[config.mk]
export PLATFORM = sky130hd
export DESIGN_NAME = dab_param_sequencer_flat
export DESIGN_NICKNAME = d
export VERILOG_FILES = /design/src/rtl/dab_param_sequencer_pkg.sv /design/src/rtl/dab_param_sequencer_if.sv /design/src/rtl/dab_param_clamp.sv /design/src/rtl/dab_param_sequencer.sv /design/src/flat_wrapper.sv
export SDC_FILE = /design/constraint.sdc
export NUM_CORES = 1
export LEC_CHECK = 0
export ABC_CLOCK_PERIOD_IN_PS = 7500
export CAP_MARGIN = 10
export CORE_MARGIN = 2
export CORE_UTILIZATION = 46
export DETAILED_ROUTE_END_ITERATION = 10
export PLACE_DENSITY = 0.69
export SLEW_MARGIN = 20
export SYNTH_ARGS = -nofsm -noshare
export SYNTH_HDL_FRONTEND = slang
export SYNTH_SLANG_ARGS = --single-unit
[constraint.sdc]
create_clock -name clk -period 7.5 [get_ports clk]
set_clock_uncertainty 0.1 [all_clocks]
set_input_delay 2.25 -clock clk [delete_from_list [all_inputs] [get_ports clk]]
set_output_delay 2.25 -clock clk [all_outputs]
set_load 0.05 [all_outputs]
[src/rtl/dab_param_sequencer_pkg.sv]
// Shared types, limits and the phase-step helper for the DAB parameter sequencer.
package dab_param_sequencer_pkg;

  typedef enum logic [2:0] {
    ST_IDLE  = 3'd0,
    ST_RAMP  = 3'd1,
    ST_RUN   = 3'd2,
    ST_STOP  = 3'd3,
    ST_FAULT = 3'd4
  } seq_state_t;

  localparam int FS_MIN     = 500;
  localparam int FS_MAX     = 250000;
  localparam int DT_MIN     = 1;
  localparam int PHI_MAX    = 255;
  localparam int FS_DEFAULT = 100000;
  localparam int DT_DEFAULT = 20;

  // One complete modulator parameter set.
  typedef struct packed {
    logic signed [8:0]  t1;
    logic signed [8:0]  t2;
    logic signed [8:0]  phi;
    logic signed [18:0] fs;
    logic [7:0]         dt;
  } param_set_t;

  // Move cur toward tgt by at most step; 10-bit signed so the difference of
  // two 9-bit phases never wraps, and the result lands exactly on tgt.
  function automatic logic signed [8:0] phi_step(
    input logic signed [8:0] cur,
    input logic signed [8:0] tgt,
    input int                step
  );
    logic signed [9:0] w_cur;
    logic signed [9:0] w_tgt;
    logic signed [9:0] w_diff;
    logic signed [9:0] w_stp;
    logic signed [9:0] w_next;
    w_cur  = {cur[8], cur};
    w_tgt  = {tgt[8], tgt};
    w_diff = w_tgt - w_cur;
    w_stp  = 10'(step);
    if (w_diff > w_stp)       w_next = w_cur + w_stp;
    else if (w_diff < -w_stp) w_next = w_cur - w_stp;
    else                      w_next = w_tgt;
    return w_next[8:0];
  endfunction

endpackage

[src/rtl/dab_param_sequencer_if.sv]
// Host configuration channel. A set transfers on a clock edge where
// cfg_valid and cfg_ready are both high; the host holds data stable while
// cfg_valid is high and cfg_ready is low, and ready never depends on valid.
interface dab_param_sequencer_if;
  logic               cfg_valid;
  logic               cfg_ready;
  logic signed [8:0]  cfg_t1;
  logic signed [8:0]  cfg_t2;
  logic signed [8:0]  cfg_phi;
  logic signed [18:0] cfg_fs;
  logic [7:0]         cfg_dt;

  modport master (
    output cfg_valid, cfg_t1, cfg_t2, cfg_phi, cfg_fs, cfg_dt,
    input  cfg_ready
  );

  modport slave (
    input  cfg_valid, cfg_t1, cfg_t2, cfg_phi, cfg_fs, cfg_dt,
    output cfg_ready
  );
endinterface

[src/rtl/dab_param_clamp.sv]
// Combinational clamp of an offered parameter set into the safe operating range.
module dab_param_clamp
  import dab_param_sequencer_pkg::*;
(
  input  param_set_t i_set,
  output param_set_t o_set,
  output logic       o_sat
);

  localparam logic signed [9:0]  PHI_HI = 10'(PHI_MAX);
  localparam logic signed [9:0]  PHI_LO = -PHI_HI;
  localparam logic signed [10:0] LIM_HI = 11'(PHI_MAX);

  logic signed [10:0] w_limit_raw;
  logic signed [9:0]  w_limit;
  logic signed [9:0]  w_phi;
  logic               w_phi_clamp;
  logic               w_fs_clamp;
  logic               w_dt_clamp;

  // Phase upper bound follows the pulse widths; fs and dt get fixed bounds.
  always_comb begin
    o_set       = i_set;
    w_limit_raw = {{2{i_set.t2[8]}}, i_set.t2} - {{2{i_set.t1[8]}}, i_set.t1} + LIM_HI;
    w_limit     = (w_limit_raw > LIM_HI) ? PHI_HI : w_limit_raw[9:0];
    w_phi       = {i_set.phi[8], i_set.phi};
    w_phi_clamp = 1'b0;
    if (w_phi > w_limit) begin
      w_phi       = w_limit;
      w_phi_clamp = 1'b1;
    end
    if (w_phi < PHI_LO) begin
      w_phi       = PHI_LO;
      w_phi_clamp = 1'b1;
    end
    o_set.phi  = w_phi[8:0];
    w_fs_clamp = 1'b1;
    if ($signed(i_set.fs) < FS_MIN)      o_set.fs = 19'(FS_MIN);
    else if ($signed(i_set.fs) > FS_MAX) o_set.fs = 19'(FS_MAX);
    else                                 w_fs_clamp = 1'b0;
    w_dt_clamp = (i_set.dt < 8'(DT_MIN));
    if (w_dt_clamp) o_set.dt = 8'(DT_MIN);
    o_sat = w_phi_clamp | w_fs_clamp | w_dt_clamp;
  end

endmodule

[src/rtl/dab_param_sequencer.sv]
// Applies host parameter sets to a DAB modulator on period boundaries,
// ramping the phase shift and supervising the modulator trigger.
module dab_param_sequencer
  import dab_param_sequencer_pkg::*;
#(
  parameter int PHI_STEP     = 4,
  parameter int TRIG_TIMEOUT = 200000
) (
  input  logic                 clk,
  input  logic                 rst,
  input  logic                 enable,
  input  logic                 trigger,
  dab_param_sequencer_if.slave cfg,
  output logic signed [8:0]    t1_o,
  output logic signed [8:0]    t2_o,
  output logic signed [8:0]    phi_o,
  output logic signed [18:0]   fs_o,
  output logic [7:0]           dt_o,
  output logic                 run,
  output logic                 sat,
  output logic                 fault,
  output seq_state_t           dbg_state_o
);

  localparam int               CNT_W   = $clog2(TRIG_TIMEOUT + 1);
  localparam logic [CNT_W-1:0] CNT_MAX = CNT_W'(TRIG_TIMEOUT);
  localparam param_set_t       RESET_SET = '{t1: 9'sd0, t2: 9'sd0, phi: 9'sd0,
                                             fs: 19'(FS_DEFAULT), dt: 8'(DT_DEFAULT)};

  seq_state_t         r_state;
  logic               r_trig_q;
  logic               r_live;
  logic               r_pending;
  param_set_t         r_tgt;
  logic signed [8:0]  r_t1, r_t2, r_phi;
  logic signed [18:0] r_fs;
  logic [7:0]         r_dt;
  logic               r_run, r_sat, r_fault;
  logic [CNT_W-1:0]   r_cnt;

  param_set_t         w_raw_set;
  param_set_t         w_clamped;
  logic               w_clamp_sat;
  logic               w_trig_rise;
  logic               w_ready;
  logic               w_accept;
  logic               w_timeout;
  logic signed [8:0]  w_phi_ramp;
  logic signed [8:0]  w_phi_stop;

  assign w_raw_set = '{t1: cfg.cfg_t1, t2: cfg.cfg_t2, phi: cfg.cfg_phi,
                       fs: cfg.cfg_fs, dt: cfg.cfg_dt};

  dab_param_clamp u_clamp (
    .i_set (w_raw_set),
    .o_set (w_clamped),
    .o_sat (w_clamp_sat)
  );

  // r_live keeps ready low until the first edge after reset releases.
  assign w_trig_rise   = trigger & ~r_trig_q;
  assign w_ready       = r_live && ((r_state == ST_IDLE) || (r_state == ST_RUN)) && !r_pending;
  assign cfg.cfg_ready = w_ready;
  assign w_accept      = cfg.cfg_valid && w_ready;
  assign w_timeout     = r_run && (r_cnt == CNT_MAX);
  assign w_phi_ramp    = phi_step(r_phi, r_tgt.phi, PHI_STEP);
  assign w_phi_stop    = phi_step(r_phi, 9'sd0, PHI_STEP);

  // Trigger history for edge detection and the post-reset live flag.
  always_ff @(posedge clk or posedge rst) begin
    if (rst) begin
      r_trig_q <= 1'b0;
      r_live   <= 1'b0;
    end else begin
      r_trig_q <= trigger;
      r_live   <= 1'b1;
    end
  end

  // Capture the clamped set and its saturation flag at acceptance only.
  always_ff @(posedge clk or posedge rst) begin
    if (rst) begin
      r_tgt <= RESET_SET;
      r_sat <= 1'b0;
    end else if (w_accept) begin
      r_tgt <= w_clamped;
      r_sat <= w_clamp_sat;
    end
  end

  // Cycles since the last trigger rise while running; saturates at the limit.
  always_ff @(posedge clk or posedge rst) begin
    if (rst)                        r_cnt <= '0;
    else if (!r_run || w_trig_rise) r_cnt <= '0;
    else if (r_cnt != CNT_MAX)      r_cnt <= r_cnt + 1'b1;
  end

  // Sequencer FSM with registered modulator outputs.
  always_ff @(posedge clk or posedge rst) begin
    if (rst) begin
      r_state   <= ST_IDLE;
      r_pending <= 1'b0;
      r_t1      <= RESET_SET.t1;
      r_t2      <= RESET_SET.t2;
      r_phi     <= RESET_SET.phi;
      r_fs      <= RESET_SET.fs;
      r_dt      <= RESET_SET.dt;
      r_run     <= 1'b0;
      r_fault   <= 1'b0;
    end else begin
      // Ready is low whenever pending is set, so this never races a clear below.
      if (w_accept) r_pending <= 1'b1;
      unique case (r_state)
        ST_IDLE: begin
          if (r_pending) begin
            r_t1 <= r_tgt.t1; r_t2 <= r_tgt.t2; r_fs <= r_tgt.fs; r_dt <= r_tgt.dt;
            r_pending <= 1'b0;
          end
          if (enable) begin
            r_state <= ST_RAMP;
            r_run   <= 1'b1;
          end
        end
        ST_RAMP: begin
          if (w_timeout) begin
            r_state <= ST_FAULT; r_run <= 1'b0; r_fault <= 1'b1; r_phi <= 9'sd0;
          end else if (!enable) begin
            r_state <= ST_STOP;
          end else if (w_trig_rise) begin
            if (r_pending) begin
              r_t1 <= r_tgt.t1; r_t2 <= r_tgt.t2; r_fs <= r_tgt.fs; r_dt <= r_tgt.dt;
              r_pending <= 1'b0;
            end
            r_phi <= w_phi_ramp;
            if (w_phi_ramp == r_tgt.phi) r_state <= ST_RUN;
          end
        end
        ST_RUN: begin
          if (w_timeout) begin
            r_state <= ST_FAULT; r_run <= 1'b0; r_fault <= 1'b1; r_phi <= 9'sd0;
          end else if (!enable) begin
            r_state <= ST_STOP;
          end else if (w_accept) begin
            // New set waits for the next period boundary inside RAMP.
            r_state <= ST_RAMP;
          end
        end
        ST_STOP: begin
          if (w_timeout) begin
            r_state <= ST_FAULT; r_run <= 1'b0; r_fault <= 1'b1; r_phi <= 9'sd0;
          end else if (enable) begin
            r_state <= ST_RAMP;
          end else if (r_phi == 9'sd0) begin
            r_state <= ST_IDLE;
            r_run   <= 1'b0;
          end else if (w_trig_rise) begin
            r_phi <= w_phi_stop;
          end
        end
        ST_FAULT: begin
          if (!enable) begin
            r_state <= ST_IDLE;
            r_fault <= 1'b0;
          end
        end
        default: r_state <= ST_IDLE;
      endcase
    end
  end

  assign t1_o        = r_t1;
  assign t2_o        = r_t2;
  assign phi_o       = r_phi;
  assign fs_o        = r_fs;
  assign dt_o        = r_dt;
  assign run         = r_run;
  assign sat         = r_sat;
  assign fault       = r_fault;
  assign dbg_state_o = r_state;

endmodule
[src/flat_wrapper.sv]
// flat-port wrapper written by rule: the top's interface ports become plain ports
module dab_param_sequencer_flat import dab_param_sequencer_pkg::*;
#(
  parameter int PHI_STEP     = 4,
  parameter int TRIG_TIMEOUT = 200000
)
  (clk, rst, enable, trigger, t1_o, t2_o, phi_o, fs_o, dt_o, run, sat, fault, dbg_state_o, cfg_cfg_valid, cfg_cfg_t1, cfg_cfg_t2, cfg_cfg_phi, cfg_cfg_fs, cfg_cfg_dt, cfg_cfg_ready);
  dab_param_sequencer_if cfg_i ();
  input  logic clk;
  input  logic rst;
  input  logic enable;
  input  logic trigger;
  output logic signed [8:0] t1_o;
  output logic signed [8:0] t2_o;
  output logic signed [8:0] phi_o;
  output logic signed [18:0] fs_o;
  output logic [7:0] dt_o;
  output logic run;
  output logic sat;
  output logic fault;
  output seq_state_t dbg_state_o;
  input wire logic [$bits(cfg_i.cfg_valid)-1:0] cfg_cfg_valid;
  input wire logic [$bits(cfg_i.cfg_t1)-1:0] cfg_cfg_t1;
  input wire logic [$bits(cfg_i.cfg_t2)-1:0] cfg_cfg_t2;
  input wire logic [$bits(cfg_i.cfg_phi)-1:0] cfg_cfg_phi;
  input wire logic [$bits(cfg_i.cfg_fs)-1:0] cfg_cfg_fs;
  input wire logic [$bits(cfg_i.cfg_dt)-1:0] cfg_cfg_dt;
  output wire logic [$bits(cfg_i.cfg_ready)-1:0] cfg_cfg_ready;
  assign cfg_i.cfg_valid = cfg_cfg_valid;
  assign cfg_i.cfg_t1 = cfg_cfg_t1;
  assign cfg_i.cfg_t2 = cfg_cfg_t2;
  assign cfg_i.cfg_phi = cfg_cfg_phi;
  assign cfg_i.cfg_fs = cfg_cfg_fs;
  assign cfg_i.cfg_dt = cfg_cfg_dt;
  assign cfg_cfg_ready = cfg_i.cfg_ready;
  dab_param_sequencer #(.PHI_STEP(PHI_STEP), .TRIG_TIMEOUT(TRIG_TIMEOUT)) u_core (.clk(clk), .rst(rst), .enable(enable), .trigger(trigger), .cfg(cfg_i), .t1_o(t1_o), .t2_o(t2_o), .phi_o(phi_o), .fs_o(fs_o), .dt_o(dt_o), .run(run), .sat(sat), .fault(fault), .dbg_state_o(dbg_state_o));
endmodule
==> results of run 1 <==
==> power by group <==
| group | internal, W | switching, W | total [W] |
|---|---|---|---|
| combinational | 0.000873 | 0.00133 | 0.00220 |
| clock | 0.000510 | 0.000368 | 0.000878 |
| sequential | 0.00102 | 0.000251 | 0.00127 |
| total | 0.00240 | 0.00195 | 0.00435 |
==> metal layers <==
layer	vias up	wire length [microns]	track usage, %
met5	-	0	0
met4	0	363	7.426
met2	174	9462	35.45
li1	3450	-	-
met1	3412	9469	30.95
met3	32	1079	5.044
==> repair_timing <==
action	CTS	global route
endpoints found under the setup margin	0	8
gates resized for setup	0	1
hold buffers	0	0
==> metrics by stage <==
step                      instances  setup WS [ps]  instance area [sq um]
after floorplan                 889          456.5                   8257
after global placement         1211          57.20                   9708
after detailed placement       1211         -36.11                   9708
after CTS                      1243          400.4                  10330
after global routing           1243          25.40                  10330
final                          1243          475.1                  10330
==> cell usage after synthesis (20+ instances only) <==
master	instances
clkbuf_1	24
nand2_1	110
nand3_1	25
o21ai_0	52
nor2_1	69
dfrtp_1	119
a21oi_1	42
nor3_1	20
mux2_2	48
xnor2_1	32
inv_1	36
ha_1	35
==> worst min-delay path by stage <==
stage	slack, ps	from	endpoint	cells past startpoint
floorplan	330	u_core.r_tgt[0]	u_core.r_tgt[0]	2
global placement	340	u_core.r_tgt[0]	u_core.r_tgt[0]	2
detailed placement	350	u_core.r_tgt[2]	u_core.r_tgt[2]	2
CTS	360	u_core.r_tgt[2]	u_core.r_tgt[2]	2
global route	380	u_core.r_tgt[2]	u_core.r_tgt[2]	2
finish	360	u_core.r_tgt[2]	u_core.r_tgt[2]	2
==> worst max-delay path, delay by kind of cell <==
| family | cells | cell delay [ps] |
|---|---|---|
| and+or+nand+nor | 8 | 1760 |
| AOI/OAI and AO/OA | 8 | 1460 |
| buffers and inverters | 4 | 900 |
| adders and majority gates | 3 | 810 |
| xor gates and xnor gates | 1 | 110 |
==> cell type report <==
type / instances / area, sq um
clock buffers: 17 / 425.4
clock inverters: 15 / 192.7
fillers: 1555 / 7089
inverters: 37 / 143.9
multi-input cells: 678 / 4567
flip-flops and latches: 135 / 3398
well taps: 225 / 281.5
repair buffers: 136 / 1319
==> flip-flops by register name, indices dropped and copies added, names as in the netlist, 3 cells and up <==
| name | count |
|---|---|
| u_core.dt_o | 8 |
| u_core.r_cnt | 18 |
| u_core.phi_o | 9 |
| u_core.dbg_state_o | 3 |
| u_core.t2_o | 9 |
| u_core.r_tgt | 54 |
| u_core.t1_o | 9 |
| u_core.fs_o | 19 |
==> logic make-up (layout without fill, tap and decap cells) <==
group / count (synthesis) / count (layout) / synth area share, %
flops: 135 / 135 / 41.16
xor+xnor: 49 / 49 / 5.198
fa+ha+maj: 37 / 37 / 5.789
other cells: 1 / 1 / 0.04542
mux: 52 / 52 / 7.031
buf+inv: 76 / 205 / 3.773
simple gates: 332 / 332 / 20.00
compound gates: 207 / 207 / 17.00
==> flow_summary.json, run 1 <==
{
  "htreeDepth": 4,
  "dieWidth_microns": 138.0,
  "fin_hold_ws_ps": 356.9,
  "worst_pin_slew_ps": 1045,
  "first_iter_violations": 430,
  "drt_wl_total_microns": 20370,
  "cts_buffer_depth": 2,
  "grt_pass1_vias": 6869,
  "die_h_microns": 138.0,
  "via_per_inst": 5.686,
  "ant_nets": 0,
  "syn_nets": 985,
  "syn_area_sq_um": 8257,
  "total_power_w": 0.004346,
  "drive_above_1_share_pct": 12.97,
  "synth_seq_cells": 135,
  "areaGrowthSynthToFinish_pct": 25.08,
  "grt_overflow": 0,
  "cts_root_buf": "clkbuf_16",
  "start_util_pct": 47.41,
  "period_share_pct": 93.67,
  "crit_arrival_ps": 7270,
  "fin_nets": 1101,
  "ir_drop_mv": 0.2545,
  "finalWeightedCongestion": 0.9427,
  "min_period_ps": 7025,
  "final_util_pct": 59.30,
  "coreArea_sq_um": 17420,
  "grt_usage_pct": 22.55,
  "via_count": 7068,
  "cts_made_buffers": 17,
  "holdCritPathClass": "flop to flop",
  "dieArea_sq_um": 19040,
  "worst_r2r_startpoint": "u_core.phi_o[6]",
  "wire_per_inst_microns": 16.39,
  "tritoncts": "yes",
  "dr.pass1.iters": 5,
  "cp-startpoint": "cfg_cfg_t2[0]",
  "synth_cell_types": 77,
  "insertedDiodeCount": 0,
  "clock_sinks": 135,
  "worstSetupStartpointType": "input port",
  "slew_viol_final": 0,
  "clk_latency_ps": 420,
  "setup_viol": 0,
  "critPathMaxFanout": 7,
  "end_kind": "flop",
  "dp_hpwl_microns": 14620,
  "fp-row-count": 48,
  "setup-tns-final_ps": 0,
  "status": "completed",
  "synth_top_area_share_pct": 36.07,
  "timing.fmax_mhz": 142.4,
  "antenna_found_initial": 0,
  "path_class": "input port to flop",
  "slowest_stage": "clkdlybuf4s50_1",
  "slew_headroom_pct": 29.41,
  "grt_max_degree": 96,
  "r2r-end": "u_core.phi_o[5]",
  "cts_setup_buffers": 0,
  "crit_required_ps": 7740,
  "synth_area_leader_cell": "dfrtp_1",
  "hold_viol_final": 0,
  "rsz0062_at_grt": "false",
  "drc": 0,
  "endpoint": "u_core.r_tgt[27]",
  "synth-edff-count": 0,
  "async_reset_ff_share_pct": 100.0,
  "grt_pass1_wl_microns": 34040,
  "synth_ff_type": "dfrtp_1",
  "rr_worst_depth": 10,
  "clk_pin_slew_ps": 70,
  "reg2reg_slack_ps": 3120,
  "port_buffers": 119,
  "synthTopCellsByArea": "dfrtp_1 36%, mux2_2 6.5%, ha_1 5.3%",
  "max_cap_viol_count": 0,
  "p_leak_nw": 4.312,
  "yosysSeqAreaShare_pct": 41.16,
  "p_per_area_nw_per_um2": 420.8,
  "crit_chain": "clkdlybuf4s50_1 -> inv_1 -> ha_1 -> fa_1 -> nor2b_1 -> o22a_1 -> xor2_1 -> or3_4 -> and4bb_4 -> a2bb2oi_2 -> nand3_1 -> buf_4 -> nor2_1 -> ha_1 -> a21oi_1 -> nand2_1 -> a21oi_1 -> a2111oi_1 -> o31ai_2 -> buf_4 -> or3_1 -> o22ai_1 -> nand4_1 -> a32oi_1",
  "final_cell_mix": "119 x clkdlybuf4s50_1, 119 x dfrtp_1, 109 x nand2_1",
  "syn_area_per_cell_sq_um": 9.288,
  "max_stage_delay_ps": 450,
  "io_pins": 120,
  "ys_warn_count": 0,
  "synthCells": 889
}
No activity file was read; power rests on OpenSTA's default activity.
==> run 2, diff against run 1 <==
CELL_PAD_IN_SITES_DETAIL_PLACEMENT = 0   (was unset)
CELL_PAD_IN_SITES_GLOBAL_PLACEMENT = 2   (was unset)
CORE_UTILIZATION = 34   (was 46)
PLACE_DENSITY = unset   (was 0.69)
PLACE_DENSITY_LB_ADDON = 0.1   (was unset)
==> flow_summary.json, run 2 (synthesis gave the netlist of run 1 again) <==
{
  "crit_arrival_ps": 7270,
  "crit_chain": "clkdlybuf4s50_1 -> inv_1 -> ha_1 -> fa_1 -> ha_1 -> nand2_1 -> or4b_2 -> nor4_1 -> a31o_2 -> a21oi_1 -> nand3_2 -> nor2_1 -> ha_1 -> nor2b_1 -> o21a_1 -> o21ai_0 -> a21oi_1 -> o31ai_2 -> buf_4 -> buf_4 -> nand2b_1 -> o32ai_1 -> nand4_1 -> a32oi_1",
  "holdCritPathClass": "flop to flop",
  "max_cap_viol_count": 0,
  "p_per_area_nw_per_um2": 416.6,
  "min_period_ps": 7043,
  "period_share_pct": 93.91,
  "slowest_stage": "or4b_2",
  "max_stage_delay_ps": 620,
  "wire_per_inst_microns": 17.54,
  "final_cell_area_sq_um": 10470,
  "cts_setup_buffers": 0,
  "place_area_sq_um": 9854,
  "grt_pass1_vias": 7095,
  "path_class": "input port to flop",
  "start_util_pct": 34.25,
  "crit_required_ps": 7730,
  "worst_pin_slew_ps": 892.7,
  "cts_made_buffers": 17,
  "cts-resized-gates": 0,
  "cp_common_cell": "ha_1",
  "status": "completed",
  "finalWeightedCongestion": 0.7859,
  "rsz0062_at_grt": "false",
  "seqCellArea_sq_um": 3398,
  "multi_input_area_sq_um": 4583,
  "via_count": 7007,
  "clock_sinks": 135,
  "clk_pin_slew_ps": 70,
  "end_kind": "flop",
  "grt_overflow": 0,
  "cts_buffer_depth": 2,
  "insertedDiodeCount": 0,
  "dp_hpwl_microns": 17170,
  "p_leak_nw": 4.315,
  "slew_viol_final": 0,
  "cts_root_buf": "clkbuf_16",
  "first_iter_violations": 318,
  "coreArea_sq_um": 24110,
  "final_util_pct": 43.42,
  "critPathMaxFanout": 12,
  "fin_nets": 1104,
  "setup_viol": 0,
  "drc": 0,
  "via_per_inst": 5.210,
  "htreeDepth": 4,
  "hold_viol_final": 0,
  "slew_headroom_pct": 39.65,
  "ir_drop_mv": 0.2019,
  "drive_above_1_share_pct": 13.52,
  "grt_pass1_wl_microns": 38610,
  "largest_register_ffs": 54,
  "nFillCells": 2415,
  "antenna_found_initial": 0,
  "grt_max_degree": 85,
  "final_cell_mix": "119 x clkdlybuf4s50_1, 119 x dfrtp_1, 109 x nand2_1",
  "tritoncts": "yes",
  "top_register": "u_core.r_tgt",
  "drt_wl_total_microns": 23600,
  "clk_latency_ps": 410,
  "io_pins": 120,
  "port_buffers": 119,
  "grt_usage_pct": 18.93,
  "die_h_microns": 159.8,
  "dr.pass1.iters": 5,
  "dieArea_sq_um": 25550,
  "worstSetupStartpointType": "input port",
  "ant_nets": 0,
  "dieWidth_microns": 159.8,
  "timing.fmax_mhz": 142.0,
  "holdBufCountCts": 0,
  "areaGrowthSynthToFinish_pct": 26.76,
  "fp-row-count": 57
}
run 2: cell count changes in the layout (fill, tap and decap cells not counted), sizes merged:
| cell | change |
|---|---|
| buf | +3 |
| bufinv | -2 |
| clkinv | +2 |
| clkinvlp | +1 |
| inv | -1 |
run 2: report_power, final:
part           internal (W)  leakage, nW  total [W]  switching (W)
clock network      0.000450        0.286   0.000836       0.000386
registers           0.00101         1.66    0.00127       0.000258
logic              0.000881         2.36    0.00225        0.00137
run 2: layer usage:
metal	GRT usage, %	up-vias	routed length, microns
met5	0	-	0
met4	4.177	0	216
met3	4.961	14	1116
met2	30.66	142	11190
met1	25.54	3396	11070
li1	-	3455	-
run 2: final timing paths:
kind,from,end,slack (ps),cells past startpoint
setup / recovery,cfg_cfg_t2[0],u_core.r_tgt[27],460,24
hold / removal,u_core.r_tgt[2],u_core.r_tgt[2],360,2
setup reg to reg,u_core.phi_o[2],u_core.phi_o[4],3260,12
hold reg to reg,u_core.r_tgt[2],u_core.r_tgt[2],360,2
max in group asynchronous,rst,u_core.r_tgt[37],3860,3
min in group asynchronous,rst,u_core.fs_o[0],2240,2
run 2: through the flow:
stage / hold slack, ps / setup slack [ps] / setup TNS, ps / instances / total power [W]
5_1_grt: 381.0 / 126.5 / 0 / 1345 / 0.004676
3_5_place_dp: 353.0 / -71.31 / -91.92 / 1313 / 0.003529
3_3_place_gp: 346.9 / 30.61 / 0 / 1313 / 0.003539
4_1_cts: 361.9 / 353.7 / 0 / 1345 / 0.004397
6_report: 361.9 / 456.7 / 0 / 1345 / 0.004361
2_1_floorplan: 333.1 / 456.5 / 0 / 889 / 0.002840
run 2: worst max-delay path: cells and delay by family:
| family | cells | cell delay [ps] |
|---|---|---|
| and+or+nand+nor | 8 | 1520 |
| AOI/OAI and AO/OA | 8 | 1300 |
| adders and majority gates | 4 | 1290 |
| buffers and inverters | 4 | 900 |
run 2: final cells by class:
type / count / area share (%)
tap: 324 / 3.873
inverter: 37 / 1.375
multi-input combinational: 678 / 43.79
sequential: 135 / 32.47
timing repair buffer: 139 / 12.82
clock buffer: 17 / 4.065
clock inverter: 15 / 1.614
